File: config.mk
export PLATFORM = sky130hd
export DESIGN_NAME = uart_tx_prog
export DESIGN_NICKNAME = d
export VERILOG_FILES = /design/src/rtl/uart_tx_prog.sv
export SDC_FILE = /design/constraint.sdc
export NUM_CORES = 1
export LEC_CHECK = 0
export ABC_CLOCK_PERIOD_IN_PS = 6300
export BUFFER_PORTS_ARGS = -buffer_cell sky130_fd_sc_hd__buf_2
export CORE_UTILIZATION = 37
export CTS_BUF_LIST = sky130_fd_sc_hd__clkbuf_8
export DETAILED_ROUTE_END_ITERATION = 10
export GPL_TIMING_DRIVEN = 1
export PLACE_DENSITY = 0.53
export SYNTH_ARGS = -nofsm -noshare
export SYNTH_HDL_FRONTEND = slang
export SYNTH_SLANG_ARGS = --single-unit
File: constraint.sdc
create_clock -name clk_i -period 6.3 [get_ports clk_i]
set_clock_uncertainty 0.1 [all_clocks]
set_input_delay 0.63 -clock clk_i [delete_from_list [all_inputs] [get_ports clk_i]]
set_output_delay 0.63 -clock clk_i [all_outputs]
set_load 0.01 [all_outputs]
File: src/rtl/uart_tx_prog.sv
// 8N1 UART transmitter with a small byte FIFO and a run-time programmable bit period.
// Line outputs are registered and trail the FSM by one cycle.
module uart_tx_prog #(
  parameter int FIFO_DEPTH = 4
) (
  input  logic        clk_i,
  input  logic        rst_ni,
  input  logic [15:0] CLKS_PER_BIT,
  input  logic        i_Tx_DV,
  input  logic [7:0]  i_Tx_Byte,
  output logic        o_Tx_Ready,
  output logic        o_Tx_Serial,
  output logic        o_Tx_Active,
  output logic        o_Tx_Done,
  output logic        o_Tx_Empty
);

  localparam int AW = $clog2(FIFO_DEPTH);
  localparam logic [AW:0]   FULL_CNT = (AW + 1)'(FIFO_DEPTH);
  localparam logic [AW:0]   ZERO_CNT = (AW + 1)'(0);
  localparam logic [AW:0]   CNT_ONE  = (AW + 1)'(1);
  localparam logic [AW-1:0] PTR_ZERO = AW'(0);
  localparam logic [AW-1:0] PTR_ONE  = AW'(1);

  typedef enum logic [2:0] {
    IDLE    = 3'd0,
    START   = 3'd1,
    DATA    = 3'd2,
    STOP    = 3'd3,
    CLEANUP = 3'd4
  } state_e;

  state_e        state_r, state_s;
  logic [7:0]    mem_r [FIFO_DEPTH];
  logic [AW-1:0] wr_ptr_r, rd_ptr_r;
  logic [AW:0]   count_r;
  logic          push_s, pop_s;
  logic [7:0]    shift_r;
  logic [15:0]   period_r, bit_cnt_r;
  logic [2:0]    bit_idx_r;
  logic          bit_end_s;
  logic          serial_s, active_s, done_s;
  logic          serial_r, active_r, done_r;

  assign o_Tx_Ready  = (count_r != FULL_CNT);
  assign o_Tx_Empty  = (count_r == ZERO_CNT) && (state_r == IDLE);
  assign o_Tx_Serial = serial_r;
  assign o_Tx_Active = active_r;
  assign o_Tx_Done   = done_r;

  assign push_s    = i_Tx_DV && o_Tx_Ready;
  assign pop_s     = (state_r == IDLE) && (count_r != ZERO_CNT);
  assign bit_end_s = (bit_cnt_r == (period_r - 16'd1));

  // FIFO storage, wrapping pointers and occupancy count
  always_ff @(posedge clk_i or negedge rst_ni) begin
    if (!rst_ni) begin
      for (int i = 0; i < FIFO_DEPTH; i++) begin
        mem_r[i] <= 8'h00;
      end
      wr_ptr_r <= PTR_ZERO;
      rd_ptr_r <= PTR_ZERO;
      count_r  <= ZERO_CNT;
    end else begin
      if (push_s) begin
        mem_r[wr_ptr_r] <= i_Tx_Byte;
        wr_ptr_r        <= wr_ptr_r + PTR_ONE;
      end
      if (pop_s) begin
        rd_ptr_r <= rd_ptr_r + PTR_ONE;
      end
      if (push_s && !pop_s) begin
        count_r <= count_r + CNT_ONE;
      end else if (!push_s && pop_s) begin
        count_r <= count_r - CNT_ONE;
      end else begin
        count_r <= count_r;
      end
    end
  end

  // Next-state logic; unused encodings fall back to IDLE
  always_comb begin
    state_s = state_r;
    case (state_r)
      IDLE: begin
        if (pop_s) state_s = START;
        else       state_s = IDLE;
      end
      START: begin
        if (bit_end_s) state_s = DATA;
        else           state_s = START;
      end
      DATA: begin
        if (bit_end_s && (bit_idx_r == 3'd7)) state_s = STOP;
        else                                  state_s = DATA;
      end
      STOP: begin
        if (bit_end_s) state_s = CLEANUP;
        else           state_s = STOP;
      end
      CLEANUP: state_s = IDLE;
      default: state_s = IDLE;
    endcase
  end

  // State register plus frame datapath: shifter, latched period, bit timers
  always_ff @(posedge clk_i or negedge rst_ni) begin
    if (!rst_ni) begin
      state_r   <= IDLE;
      shift_r   <= 8'h00;
      period_r  <= 16'd0;
      bit_cnt_r <= 16'd0;
      bit_idx_r <= 3'd0;
    end else begin
      state_r <= state_s;
      case (state_r)
        IDLE: begin
          if (pop_s) begin
            shift_r  <= mem_r[rd_ptr_r];
            // the period is frozen here so later CLKS_PER_BIT edits wait for the next frame
            period_r <= (CLKS_PER_BIT == 16'd0) ? 16'd1 : CLKS_PER_BIT;
          end else begin
            shift_r  <= shift_r;
          end
          bit_cnt_r <= 16'd0;
          bit_idx_r <= 3'd0;
        end
        START, STOP: begin
          bit_cnt_r <= bit_end_s ? 16'd0 : (bit_cnt_r + 16'd1);
        end
        DATA: begin
          if (bit_end_s) begin
            bit_cnt_r <= 16'd0;
            shift_r   <= {1'b0, shift_r[7:1]};
            bit_idx_r <= bit_idx_r + 3'd1;
          end else begin
            bit_cnt_r <= bit_cnt_r + 16'd1;
          end
        end
        default: begin
          bit_cnt_r <= 16'd0;
          bit_idx_r <= 3'd0;
        end
      endcase
    end
  end

  // Line-side decode of the current state
  always_comb begin
    serial_s = 1'b1;
    active_s = 1'b0;
    done_s   = 1'b0;
    case (state_r)
      START: begin
        serial_s = 1'b0;
        active_s = 1'b1;
      end
      DATA: begin
        serial_s = shift_r[0];
        active_s = 1'b1;
      end
      STOP: begin
        active_s = 1'b1;
      end
      // registered one cycle later, this lands exactly as the stop bit leaves the line
      CLEANUP: begin
        done_s = 1'b1;
      end
      default: begin
        serial_s = 1'b1;
      end
    endcase
  end

  // Registered line outputs; reset forces the line idle immediately
  always_ff @(posedge clk_i or negedge rst_ni) begin
    if (!rst_ni) begin
      serial_r <= 1'b1;
      active_r <= 1'b0;
      done_r   <= 1'b0;
    end else begin
      serial_r <= serial_s;
      active_r <= active_s;
      done_r   <= done_s;
    end
  end

endmodule

==> metrics <==
outcome finished, final reports clean; Chip Width 113 um; postcts setup bufs 0; Crit Path Class flop to flop; first-pass GRT wire length 16.6 mm; Gate power share 25.8%; HPWL after DPL 7.00 mm; largest vdd supply drop 0.181 mV; critical path, cell by cell inv_1 -> ha_1 -> nor3b_2 -> a21oi_1 -> a2111oi_2 -> o2111ai_1 -> nand4bb_1 -> o41a_1 -> a221oi_1; ys flop type dfrtp_1; CTS tree built; via count 3233; Power Internal 1.12 mW; worst r2r src period_r[0]; Worst Reg-to-Reg Cells 9; Total Routed Length 9.82 mm; critical path startpoint period_r[0]; CP delay by family, top compound AO/OA/AOI/OAI gates; I/O Buffers 31; core area 0.0121 mm2; row count 40; Arr. time, crit path 3.47 ns; hold crit path type input port to async pin; Mean Syn Cell Area 10.7 um2; initial antenna violation count 0; Mapped Area 0.00459 mm2; crit path max fanout 8; CTS root buffer clkbuf_8; io pins 32; CP required 6.47 ns; Nets 494; Worst Tran Pin Value 0.772 ns; most frequent cells in the layout dfrtp_1, nand2_1, nor2_1, mux2_2, buf_2; Crit. path cell count 9; vias in the first global route 3226; Psw 0.514 mW; r2r endpoint shift_r[0]; post-layout min period 3.30 ns; starting DRC count in detailed routing 198; pin count of the biggest net entering global routing 62; GRT Total Usage 17.0%; setup_tns 0 ns; Reg power frac 51.0%; filler instances 1149; maximum clock insertion buffer count 2; number of synthesized register bits 88; Final Max Tran Viols 0; Leakage 2.16 nW; post-route ant nets 0; CP peak stage delay 0.54 ns; clock sink count 88; Die ar. 0.0129 mm2; buffers plus inverters on the worst setup path 1; final setup vio count 0; Reg2Reg Setup Slack 3.00 ns; Setup crit end kind flop; Core Util, Final 42.3%; Setup crit end shift_r[0]; Post-CTS Resized 0; clock network power share 23.2%; via/cell ratio 5.13; Overflow after GRT 0; max_cap viols 0; Async S/R FF share, synth 100%; Peak Freq 303 MHz; synthesized net count 465; Vert. Die Dim 113 um; Initial Utilization 38.1%; Distinct cells, synth 61; Power per Cell Area 321 mW/mm2; wire per inst 15.6 um; share of cells above drive strength 1 22.9%; H-tree depth 3; router iterations before antenna repair 4; final hold viol count 0; hold buffers post-CTS 0; YS warnings 0; clock transition at the registers of the reported paths 0.09 ns; worst relative slew slack 48.6%; Sw Ratio 31.5%; commonest non-fill, non-tap cell in the layout dfrtp_1; crit start category flop; Tcrit/Tclk final 52.3%; Seq/Total Area, Yosys 48.0%; n_diodes 0; drt drc 0; Post-synth EDFFs 0; clk_lat worst skew 0.38 ns; Crit-path slowest cell nor3b_2; RSZ-0062 raised after global routing false; CTS buffer count 9; GPL Wtd Cong 0.864; Layout area overhead 11.0%; Cells after Synth 428
how the worst min path moves through the flow:
stage | startpoint | slack [ns] | to
final | rst_ni | 0.07 | period_r[14]
after global routing | rst_ni | 0.07 | shift_r[4]
after CTS | rst_ni | 0.06 | shift_r[4]
after global placement | mem_r[18] | 0.38 | mem_r[18]
after floorplan | rst_ni | 0.23 | bit_cnt_r[0]
after detailed placement | mem_r[14] | 0.39 | mem_r[14]
cells by family (layout without fill, tap and decap cells):
group	count (synthesis)	count (layout)	share of synthesized area, %
mux	41	41	12.0
simple gates	168	168	18.6
flops	88	88	48.0
compound gates	48	48	8.26
buf+inv	37	71	3.35
xor+xnor	36	36	6.87
fa+ha+maj	10	10	2.89
power by group through the flow:
stage	clock (mW)	sequential, mW	combinational, mW
final	0.379	0.832	0.422
after floorplan	0	0.796	0.351
after global routing	0.418	0.854	0.468
after detailed placement	0	0.844	0.427
after CTS	0.399	0.832	0.428
after global placement	0	0.836	0.411
worst reg2reg max path, delay by kind of cell, from the launching register on:
family                   cells  cell delay (ns)
AND/OR/NAND/NOR              2             0.82
adder cells (fa/ha/maj)      1             0.20
AO/OA/AOI/OAI                5             1.53
flip-flops                   1             0.45
buffers and inverters        1             0.10
state kept, by name, summed over array words and instances, names as in the netlist:
register and cells:
shift_r 8, o_Tx_Serial 1, bit_idx_r 3, state_r 3, o_Tx_Done 1, o_Tx_Active 1, mem_r 32, rd_ptr_r 2
count_r 3, period_r 16, wr_ptr_r 2, bit_cnt_r 16
area by class of cell:
class	instances	area, um2	area share [%]
inverters	22	82.6	1.62
clock buffers	10	138	2.70
flip-flops and latches	88	2200	43.2
multi-input cells	303	2240	43.9
well taps	168	210	4.12
repair buffers	33	173	3.39
clock inverters	6	50.0	0.982
Yosys cell counts (all sizes together) (2+ instances only):
cell / count / area [um2]
a2111oi: 3 / 52.6
a21o: 2 / 15.0
a21oi: 7 / 35.0
a221o: 3 / 30.0
a221oi: 7 / 61.3
a31oi: 2 / 12.5
and2: 4 / 25.0
and3: 3 / 18.8
buf: 6 / 37.5
clkbuf: 9 / 33.8
dfrtp: 87 / 2180
ha: 9 / 113
inv: 22 / 82.6
mux2: 33 / 372
mux4: 8 / 180
nand2: 60 / 225
nand2b: 3 / 18.8
nand3: 13 / 65.1
nand4: 4 / 25.0
nor2: 38 / 143
nor2b: 3 / 18.8
nor3: 6 / 30.0
nor3b: 4 / 35.0
nor4: 16 / 149
o21a: 2 / 15.0
o21ai: 9 / 48.8
or2: 4 / 25.0
or3: 4 / 25.0
or4: 3 / 22.5
xnor2: 22 / 193
xor2: 14 / 123
routing by layer:
metal | GRT usage, % | wire, um | share of wire (%)
met1 | 23.1 | 4870 | 50
met2 | 26.2 | 4460 | 45
met3 | 4.73 | 380 | 3.9
met4 | 5.44 | 118 | 1.2
met5 | 0 | 0 | 0
stage by stage:
step	instances	hold slack (ns)	power, mW	setup WS (ns)	instance area (um2)
after floorplan	428	0.234	1.15	3.53	4590
after global placement	614	0.382	1.25	3.07	4910
after detailed placement	614	0.389	1.27	3.02	4910
after CTS	630	0.0576	1.66	2.99	5100
after global routing	630	0.0746	1.74	2.68	5100
final	630	0.0692	1.63	3.00	5100
Power figures use the tool's default switching activity.
